<file path="src/rtl/mips_ctrl_pkg.sv">
// Shared encodings for the multi-cycle MIPS controller: opcodes, mux select codes
// and the 4-bit FSM state encoding.
package mips_ctrl_pkg;

    localparam logic [5:0] OP_RTYPE = 6'b000000;
    localparam logic [5:0] OP_LW    = 6'b100011;
    localparam logic [5:0] OP_SW    = 6'b101011;
    localparam logic [5:0] OP_BEQ   = 6'b000100;
    localparam logic [5:0] OP_J     = 6'b000010;
    localparam logic [5:0] OP_ADDI  = 6'b001000;

    localparam logic [1:0] ALU_ADD   = 2'b00;
    localparam logic [1:0] ALU_SUB   = 2'b01;
    localparam logic [1:0] ALU_FUNCT = 2'b10;

    localparam logic [1:0] SRCB_REG     = 2'b00;
    localparam logic [1:0] SRCB_FOUR    = 2'b01;
    localparam logic [1:0] SRCB_IMM     = 2'b10;
    localparam logic [1:0] SRCB_IMM_SH2 = 2'b11;

    localparam logic [1:0] PCSRC_ALU    = 2'b00;
    localparam logic [1:0] PCSRC_ALUOUT = 2'b01;
    localparam logic [1:0] PCSRC_JUMP   = 2'b10;

    typedef enum logic [3:0] {
        S_FETCH     = 4'd0,
        S_DECODE    = 4'd1,
        S_MEM_ADDR  = 4'd2,
        S_MEM_READ  = 4'd3,
        S_MEM_WB    = 4'd4,
        S_MEM_WRITE = 4'd5,
        S_R_EXEC    = 4'd6,
        S_R_WB      = 4'd7,
        S_BEQ       = 4'd8,
        S_JUMP      = 4'd9,
        S_ADDI_EXEC = 4'd10,
        S_ADDI_WB   = 4'd11
    } state_t;

endpackage

</file>
<file path="src/rtl/mem_wait_timer.sv">
// Counts consecutive stalled cycles in a memory-wait state and raises a sticky
// timeout flag when the wait limit is hit.
module mem_wait_timer #(
    parameter int WAIT_LIMIT = 15,
    parameter int CNT_W      = 4
) (
    input  logic clk,
    input  logic rst_n,
    input  logic waiting,
    input  logic mem_ready,
    output logic expired,
    output logic mem_timeout
);

    localparam logic [CNT_W-1:0] LIMIT = CNT_W'(WAIT_LIMIT);

    logic [CNT_W-1:0] cnt;

    // mem_ready in the limit cycle wins, so expiry needs the stall to persist
    assign expired = waiting && !mem_ready && (cnt >= LIMIT);

    always_ff @(posedge clk or negedge rst_n) begin
        if (!rst_n) begin
            cnt         <= '0;
            mem_timeout <= 1'b0;
        end else if (expired) begin
            cnt         <= '0;
            mem_timeout <= 1'b1;
        end else if (waiting && !mem_ready) begin
            if (cnt != LIMIT) cnt <= cnt + 1'b1;
        end else begin
            cnt <= '0;
        end
    end

endmodule

</file>
<file path="src/rtl/multicycle_control.sv">
// Multi-cycle MIPS main controller: sequences fetch/decode/execute/memory/write-back
// and decodes datapath selects and strobes from the current state.
module multicycle_control
    import mips_ctrl_pkg::*;
#(
    parameter int WAIT_LIMIT = 15,
    parameter int CNT_W      = 4
) (
    input  logic       clk,
    input  logic       rst_n,
    input  logic [5:0] opcode,
    input  logic       mem_ready,
    output logic       PCWrite,
    output logic       PCWriteCond,
    output logic       IorD,
    output logic       MemRead,
    output logic       MemWrite,
    output logic       IRWrite,
    output logic       MemToReg,
    output logic       RegWrite,
    output logic       RegDst,
    output logic       ALUSrcA,
    output logic [1:0] ALUSrcB,
    output logic [1:0] ALUop,
    output logic [1:0] PCSource,
    output logic [3:0] state,
    output logic       instr_done,
    output logic       illegal_op,
    output logic       mem_timeout
);

    state_t cur, nxt;
    logic   waiting, expired;

    assign waiting = (cur == S_FETCH) || (cur == S_MEM_READ) || (cur == S_MEM_WRITE);
    assign state   = cur;

    mem_wait_timer #(.WAIT_LIMIT(WAIT_LIMIT), .CNT_W(CNT_W)) u_timer (
        .clk        (clk),
        .rst_n      (rst_n),
        .waiting    (waiting),
        .mem_ready  (mem_ready),
        .expired    (expired),
        .mem_timeout(mem_timeout)
    );

    always_ff @(posedge clk or negedge rst_n) begin
        if (!rst_n) cur <= S_FETCH;
        else        cur <= nxt;
    end

    always_comb begin
        nxt         = cur;
        PCWrite     = 1'b0;
        PCWriteCond = 1'b0;
        IorD        = 1'b0;
        MemRead     = 1'b0;
        MemWrite    = 1'b0;
        IRWrite     = 1'b0;
        MemToReg    = 1'b0;
        RegWrite    = 1'b0;
        RegDst      = 1'b0;
        ALUSrcA     = 1'b0;
        ALUSrcB     = SRCB_REG;
        ALUop       = ALU_ADD;
        PCSource    = PCSRC_ALU;
        instr_done  = 1'b0;
        illegal_op  = 1'b0;
        case (cur)
            S_FETCH: begin
                MemRead = !expired;
                ALUSrcB = SRCB_FOUR;
                // gated by rst_n so a ready memory cannot load IR/PC while held in reset
                if (mem_ready && rst_n) begin
                    IRWrite = 1'b1;
                    PCWrite = 1'b1;
                    nxt     = S_DECODE;
                end
            end
            S_DECODE: begin
                ALUSrcB = SRCB_IMM_SH2;
                case (opcode)
                    OP_RTYPE:     nxt = S_R_EXEC;
                    OP_LW, OP_SW: nxt = S_MEM_ADDR;
                    OP_BEQ:       nxt = S_BEQ;
                    OP_J:         nxt = S_JUMP;
                    OP_ADDI:      nxt = S_ADDI_EXEC;
                    default: begin
                        illegal_op = 1'b1;
                        nxt        = S_FETCH;
                    end
                endcase
            end
            S_MEM_ADDR: begin
                ALUSrcA = 1'b1;
                ALUSrcB = SRCB_IMM;
                nxt     = (opcode == OP_LW) ? S_MEM_READ : S_MEM_WRITE;
            end
            S_MEM_READ: begin
                MemRead = !expired;
                IorD    = 1'b1;
                if (mem_ready) nxt = S_MEM_WB;
            end
            S_MEM_WB: begin
                RegWrite   = 1'b1;
                MemToReg   = 1'b1;
                instr_done = 1'b1;
                nxt        = S_FETCH;
            end
            S_MEM_WRITE: begin
                MemWrite = !expired;
                IorD     = 1'b1;
                if (mem_ready) begin
                    instr_done = 1'b1;
                    nxt        = S_FETCH;
                end
            end
            S_R_EXEC: begin
                ALUSrcA = 1'b1;
                ALUop   = ALU_FUNCT;
                nxt     = S_R_WB;
            end
            S_R_WB: begin
                RegWrite   = 1'b1;
                RegDst     = 1'b1;
                instr_done = 1'b1;
                nxt        = S_FETCH;
            end
            S_BEQ: begin
                ALUSrcA     = 1'b1;
                ALUop       = ALU_SUB;
                PCWriteCond = 1'b1;
                PCSource    = PCSRC_ALUOUT;
                instr_done  = 1'b1;
                nxt         = S_FETCH;
            end
            S_JUMP: begin
                PCWrite    = 1'b1;
                PCSource   = PCSRC_JUMP;
                instr_done = 1'b1;
                nxt        = S_FETCH;
            end
            S_ADDI_EXEC: begin
                ALUSrcA = 1'b1;
                ALUSrcB = SRCB_IMM;
                nxt     = S_ADDI_WB;
            end
            S_ADDI_WB: begin
                RegWrite   = 1'b1;
                instr_done = 1'b1;
                nxt        = S_FETCH;
            end
            default: nxt = S_FETCH;
        endcase
        if (expired) nxt = S_FETCH;
    end

endmodule

</file>
<file path="config.mk">
export PLATFORM = sky130hd
export DESIGN_NAME = multicycle_control
export DESIGN_NICKNAME = d
export VERILOG_FILES = /design/src/rtl/mips_ctrl_pkg.sv /design/src/rtl/mem_wait_timer.sv /design/src/rtl/multicycle_control.sv
export SDC_FILE = /design/constraint.sdc
export NUM_CORES = 1
export LEC_CHECK = 0
export CAP_MARGIN = 30
export CORE_MARGIN = 2
export CORE_UTILIZATION = 25
export DETAILED_ROUTE_END_ITERATION = 8
export PLACE_DENSITY_LB_ADDON = 0.3
export SYNTH_ARGS = -nofsm -noshare
export SYNTH_HDL_FRONTEND = slang
export SYNTH_SLANG_ARGS = --single-unit
</file>
<file path="constraint.sdc">
create_clock -name clk -period 1.6 [get_ports clk]
set_input_delay 0.24 -clock clk [delete_from_list [all_inputs] [get_ports clk]]
set_output_delay 0.24 -clock clk [all_outputs]
set_load 0.02 [all_outputs]
</file>
[Word-level counts from Yosys, hierarchy flattened]
Index checks and enable logic that the tools add are counted.
Widths: inputs -> output; s select.
Cells by class
  $add $sub $neg: 1
  multipliers: 0
  div/mod/pow operators: 0
  $lt $le $gt $ge: 1
  equality and inequality tests: 21
  shift-type cells: 0
  muxes and demuxes: 28
  bitwise operators: 0
  reduce and logical (&&, ||, !) cells: 18
Operators with widths (count)
  $mux 4: 7
  $pmux 4 s7: 1
  $pmux 4 s5: 1
  $eq 4x3->1 const B: 4
  $eq 4x4->1 const B: 4
  $mux 1: 13
  $eq 6x6->1 const B: 2
  $ne 3x3->1 const B: 3
  $eq 4x2->1 const B: 2
  $pmux 2 s2: 2
  $reduce_or 2->1: 4
  $eq 6x2->1 const B: 1
  $eq 6x3->1 const B: 1
  $eq 6x4->1 const B: 1
  $logic_not 6->1: 1
  $pmux 2 s3: 1
  $reduce_or 6->1: 1
  $reduce_or 5->1: 1
  $add 4x1->4 const B: 1
  $eq 4x1->1 const B: 1
  $ge 4x4->1 const B: 1
  $logic_not 4->1: 1
  $ne 4x4->1 const B: 1
  $pmux 1 s2: 2
  other kinds (8): 12
Word-level totals
  register bits after elaboration: 9
  latch bits: 0
  bits in writable memories: 0
  memory bits (read-only): 0
  output and inout bits: 23
  memories: 0

[Depth between registers and ports, before layout]
Gate-level depths: netlist of run 1.
  depth after elaboration: 7
  depth in mapped cells: 6

[By module]
From an unflattened synthesis of run 1, not the netlist that was laid out.
Second synthesis, totals
  cell total of the unflattened synthesis: 101
  area, all modules: 795.8 sq um
Modules (own cells, without submodules)
  multicycle_control: times used 1, cells each 82, area an instance 574.3 sq um, sequential area each 100.1 sq um
  mem_wait_timer: times used 1, cells each 19, area an instance 221.5 sq um, sequential area each 125.1 sq um

[Worst setup path before layout of run 1]
Ideal clock, no wire load.
  path kind: flip-flop to output port
  from: register cur[0], in the netlist state[0]
  to: output RegWrite
  arrival time: 1661 ps
  data required time: 1360 ps
  path slack: -301 ps
  cell stages (with the launch flop): 5
  buffers on the path: 2
  path through: dfrtp_1 -> buf_2 -> buf_1 -> nor3_1 -> or2_1
On the way
  cells in the longest elaborated chain, start to end: 3
RTL lines
  start, declared: line multicycle_control.sv:32  | state_t cur, nxt;
  start signal, assigned: line multicycle_control.sv:49  | else cur <= nxt;
  $eq 4x4->1 or $eq 4x3->1 (tied branches): line multicycle_control.sv:69  | case (cur)
  $reduce_or 3->1 (no source line) *
  $mux 1 *: line multicycle_control.sv:69
  end, declared: line multicycle_control.sv:20  | output logic RegWrite,
Mark *: on every way between the ends. The rest lies on a longest branch, timed or not.

[Worst setup path in the final report of run 1]
  from: register cur[2], in the netlist state[2]
  to: output MemRead
On the way
  cells in the longest elaborated chain, start to end: 7
RTL lines
  $eq 4x2->1 or $logic_not 4->1 (tied branches): line multicycle_control.sv:35, multicycle_control.sv:69
  $logic_or 1x1->1 (2 in a row): line multicycle_control.sv:35  | assign waiting = (cur == S_FETCH) || (cur == S_MEM_READ) || (cur == S_MEM_WRITE);
  $logic_and 1x1->1 (2 in a row): line mem_wait_timer.sv:20  | assign expired = waiting && !mem_ready && (cnt >= LIMIT);
  $logic_not 1->1: line multicycle_control.sv:71, multicycle_control.sv:100
  $mux 1 *
  end, declared: line multicycle_control.sv:16  | output logic MemRead,
Marked as above.

==> flow_summary_export.csv, run 1 <==
group,metric,value,unit
floorplan,dieHeight,60.2,µm
run_status,violations,"negative setup slack",
synth,synthesis.instances,99,
routing,drt-initial-drc-count,12,
power_and_ir_drop,powerDensity,964,nW/µm²
floorplan,dieWidth,60.2,µm
synth,synth_seq_cells,9,
timing,hold_viol_final,0,
global_route,grt_use_total,14.9,%
clock_tree,cts_tree,"built",
power_and_ir_drop,p_int,0.944,mW
placement,port_buffers,31,
placement,placedCellCount,202,
global_route,grt_pass1_wl,4110,µm
timing,tightest_slew,0.310,ns
worst_setup_path,start_kind,"flip-flop",
routing,vias,991,
clock_tree,cts.clk_slew.worst_paths,0.06,ns
synth,avgSynthCellArea,7.97,µm²
layout,final_nets,179,
timing,slew_viol_final,0,
routing,post_drt_wl_per_cell,12.6,µm
synth,synth_top_family_by_area,"simple AND/OR/NAND/NOR gates",
synth,synth_nets,109,
clock_tree,cts_made_buffers,3,
routing,wl,2680,µm
synth,ys_top_cells_by_area,"dfrtp_1 (29%), nor2_1 (7.1%), a21oi_1 (5.1%)",
timing,fin_ws,-0.138,ns
power_and_ir_drop,p_leak,0.788,nW
worst_setup_path,path_class,"reg -> out",
worst_setup_path,critical_path.slowest_cell,"dfrtp_2",
routing,viasPerCell,4.67,
routing,drc,0,
clock_tree,clock_latency,0.26,ns
synth,synth.distinct_cells,40,
layout,syn2layout_area_growth,116,%
synth,synth_edf_count,0,
worst_setup_path,crit_path_cell_trace,"or2_4 -> o2bb2a_4 -> nor2_4 -> nor2_1 -> buf_2",
worst_setup_path,worstPathArrival,1.50,ns
layout,final_common_cell,"buf_4",
worst_setup_path,r2r_slack,0.05,ns
global_route,grt.overflow.total,0,
timing,rsz0062_at_grt,"yes",
global_route,grt_max_degree,10,
run_status,status,"complete, but fails checks",
synth,synth_adder_area_share,1.58,%
synth,yosysTopAreaCellShare,28.5,%
placement,place.gp.congestion,0.829,
layout,finalNonFillerCells,212,
power_and_ir_drop,p_seq_share,20.2,%
layout,drive_gt1_share,60.7,%
layout,fillers,275,
worst_setup_path,end_kind,"output pin",
worst_setup_path,cp.buffers_inverters,1,
clock_tree,root_buffer,"clkbuf_4",
floorplan,io_pins,32,
synth,yosysTopAreaCell,"dfrtp_1",
global_route,grt_pass1_vias,963,
placement,dp.final_hpwl,2000,µm
synth,synthSimpleGateAreaFrac,32.0,%
timing,period_needed,1.74,ns
synth,synthMuxAreaShare,0,%
floorplan,dieArea,3620,µm²
layout,antenna_cells,0,
synth,ys.flop_type,"dfrtp_1",
power_and_ir_drop,ir_drop,0.000406,V
floorplan,start_util,26.1,%
clock_tree,clock_sinks,9,
global_route,antenna_found_initial,0,
synth,syn-cell-area,790,µm²
synth,async_reset_ff_share,100,%
power_and_ir_drop,pwr-share-comb,69.1,%
synth,synth_compound_area_share,27.9,%
synth,ys_seq_area_share,28.5,%
synth,synth-xor-area-share,4.44,%
job,maxCapViolations,0,
worst_setup_path,worstPathRequired,1.36,ns
timing,final-setup-viol-count,8,
worst_setup_path,cp_top_family,"simple AND/OR/NAND/NOR gates",
floorplan,rows,20,
routing,dr.pass1.iters,3,
timing,relSlewSlack,79.2,%
worst_setup_path,crit_path_max_incr_delay,0.41,ns
worst_hold_path,hold_path_class,"in -> async",
power_and_ir_drop,power_frac_clock,10.7,%
timing,max_freq,0.575,GHz
timing,whs,0.330,ns
synth,ys_warn_count,0,
routing,ant_nets,0,
layout,layout_common_cells,"buf_4 (36), buf_6 (19), nor2_1 (9)",
timing,fin_skew,0.000846,ns
power_and_ir_drop,p_sw,0.696,mW
floorplan,coreArea,3030,µm²
clock_tree,cts_htree_levels,1,
timing,fin_crit_sh,109,%
power_and_ir_drop,p_sw_share,42.5,%
clock_tree,cts.path.max_buffers,2,
worst_setup_path,path_max_fanout,5,
==> sequential cells by signal, indices dropped and copies added (netlist names) <==
register             flops
u_timer.cnt              4
u_timer.mem_timeout      1
state                    4
==> worst reg2reg max path, cell delays in order, from the launching register on <==
cell and delay, ns:
dfrtp_2 0.41, or2_4 0.30, o2bb2a_4 0.22, buf_4 0.13, buf_4 0.14, o21ai_1 0.14
o21ai_1 0.08
==> timing repair <==
action | in CTS | in global routing
endpoints found under the hold margin | 0 | 0
setup buffers | 2 | 4
hold buffers | 0 | 0
endpoints found under the setup margin | 23 | 19
gates resized for setup | 115 | 39
pin swaps | 3 | 3
==> layout make-up <==
| type | count | area [µm²] | share of cell area, % |
|---|---|---|---|
| clock buffer | 3 | 22.5 | 1.32 |
| sequential | 9 | 230 | 13.5 |
| inverter | 1 | 3.75 | 0.221 |
| tap | 44 | 55.1 | 3.24 |
| clock inverter | 1 | 5.00 | 0.294 |
| timing repair buffer | 73 | 667 | 39.2 |
| multi-input combinational | 81 | 718 | 42.2 |
==> metrics by stage <==
step           setup slack (ns)  power (mW)  instance area (µm²)  utilization, %  TNS, ns
2_1_floorplan           0.00101       0.812                  855               -        0
3_5_place_dp             -0.569        1.26                 1440            47.6    -6.55
4_1_cts                  -0.164        1.51                 1530            50.4   -0.578
3_3_place_gp             -0.543        1.24                 1440            47.6    -6.15
5_1_grt                  -0.199        1.75                 1700            56.2    -1.40
6_report                 -0.138        1.64                 1700            56.2   -0.630
==> Yosys cell counts, types with 2 or more instances <==
cell type,instances
o21ai_1,3
nand2_1,4
or2_1,4
dfrtp_1,9
a21oi_1,8
buf_2,5
a21bo_2,2
nor2_1,15
nand2b_1,4
nand3b_1,2
o21ai_0,2
nor3_1,8
xnor2_1,4
nand3_1,3
==> cell families after synthesis <==
logic type | Yosys count
xor gates and xnor gates | 4
adders and majority gates | 1
buffers and inverters | 9
DFF | 9
AOI/OAI and AO/OA | 28
and+or+nand+nor | 48
==> power groups by stage <==
stage	logic [mW]	clock network (mW)	registers, mW
6_report	1.13	0.175	0.331
3_5_place_dp	0.943	0	0.315
2_1_floorplan	0.499	0	0.313
5_1_grt	1.22	0.202	0.337
3_3_place_gp	0.931	0	0.313
4_1_cts	1.00	0.178	0.327
==> routing by layer <==
metal  GRT usage, %  vias to the layer above  share of wire (%)
met5              0                        -                  0
met4           3.17                        0               0.48
met3           3.25                        3                4.1
met2           27.6                       24                 54
met1           17.4                      465                 41
li1               -                      499                  -
==> path summary, 6_finish.rpt <==
check                                    start                   to  cells past startpoint
hold / removal                           rst_n       u_timer.cnt[3]                      2
min in group clk           u_timer.mem_timeout  u_timer.mem_timeout                      1
max in group asynchronous                rst_n             state[0]                      2
setup / recovery                      state[2]              MemRead                      5
setup reg to reg                      state[2]             state[2]                      6
hold reg to reg            u_timer.mem_timeout  u_timer.mem_timeout                      1
(Power assumes the default switching activity.)
==> run 2, diff against run 1 <==
--- a/config.mk
+++ b/config.mk
@@ -8,6 +8,8 @@
 export CAP_MARGIN = 30
 export CORE_MARGIN = 2
 export CORE_UTILIZATION = 25
+export CTS_BUF_LIST = sky130_fd_sc_hd__clkbuf_4 sky130_fd_sc_hd__clkbuf_8
+export CTS_CLUSTER_SIZE = 10
 export DETAILED_ROUTE_END_ITERATION = 8
 export PLACE_DENSITY_LB_ADDON = 0.3
 export SYNTH_ARGS = -nofsm -noshare
==> results of run 2 <==
Final layout, timing and power as in run 1 (identical DEF).
==> run 3, diff against run 2 <==
--- a/config.mk
+++ b/config.mk
@@ -8,7 +8,6 @@
 export CAP_MARGIN = 30
 export CORE_MARGIN = 2
 export CORE_UTILIZATION = 25
-export CTS_BUF_LIST = sky130_fd_sc_hd__clkbuf_4 sky130_fd_sc_hd__clkbuf_8
 export CTS_CLUSTER_SIZE = 10
 export DETAILED_ROUTE_END_ITERATION = 8
 export PLACE_DENSITY_LB_ADDON = 0.3
==> results of run 3 <==
Final layout, timing and power as in run 1 (identical DEF).
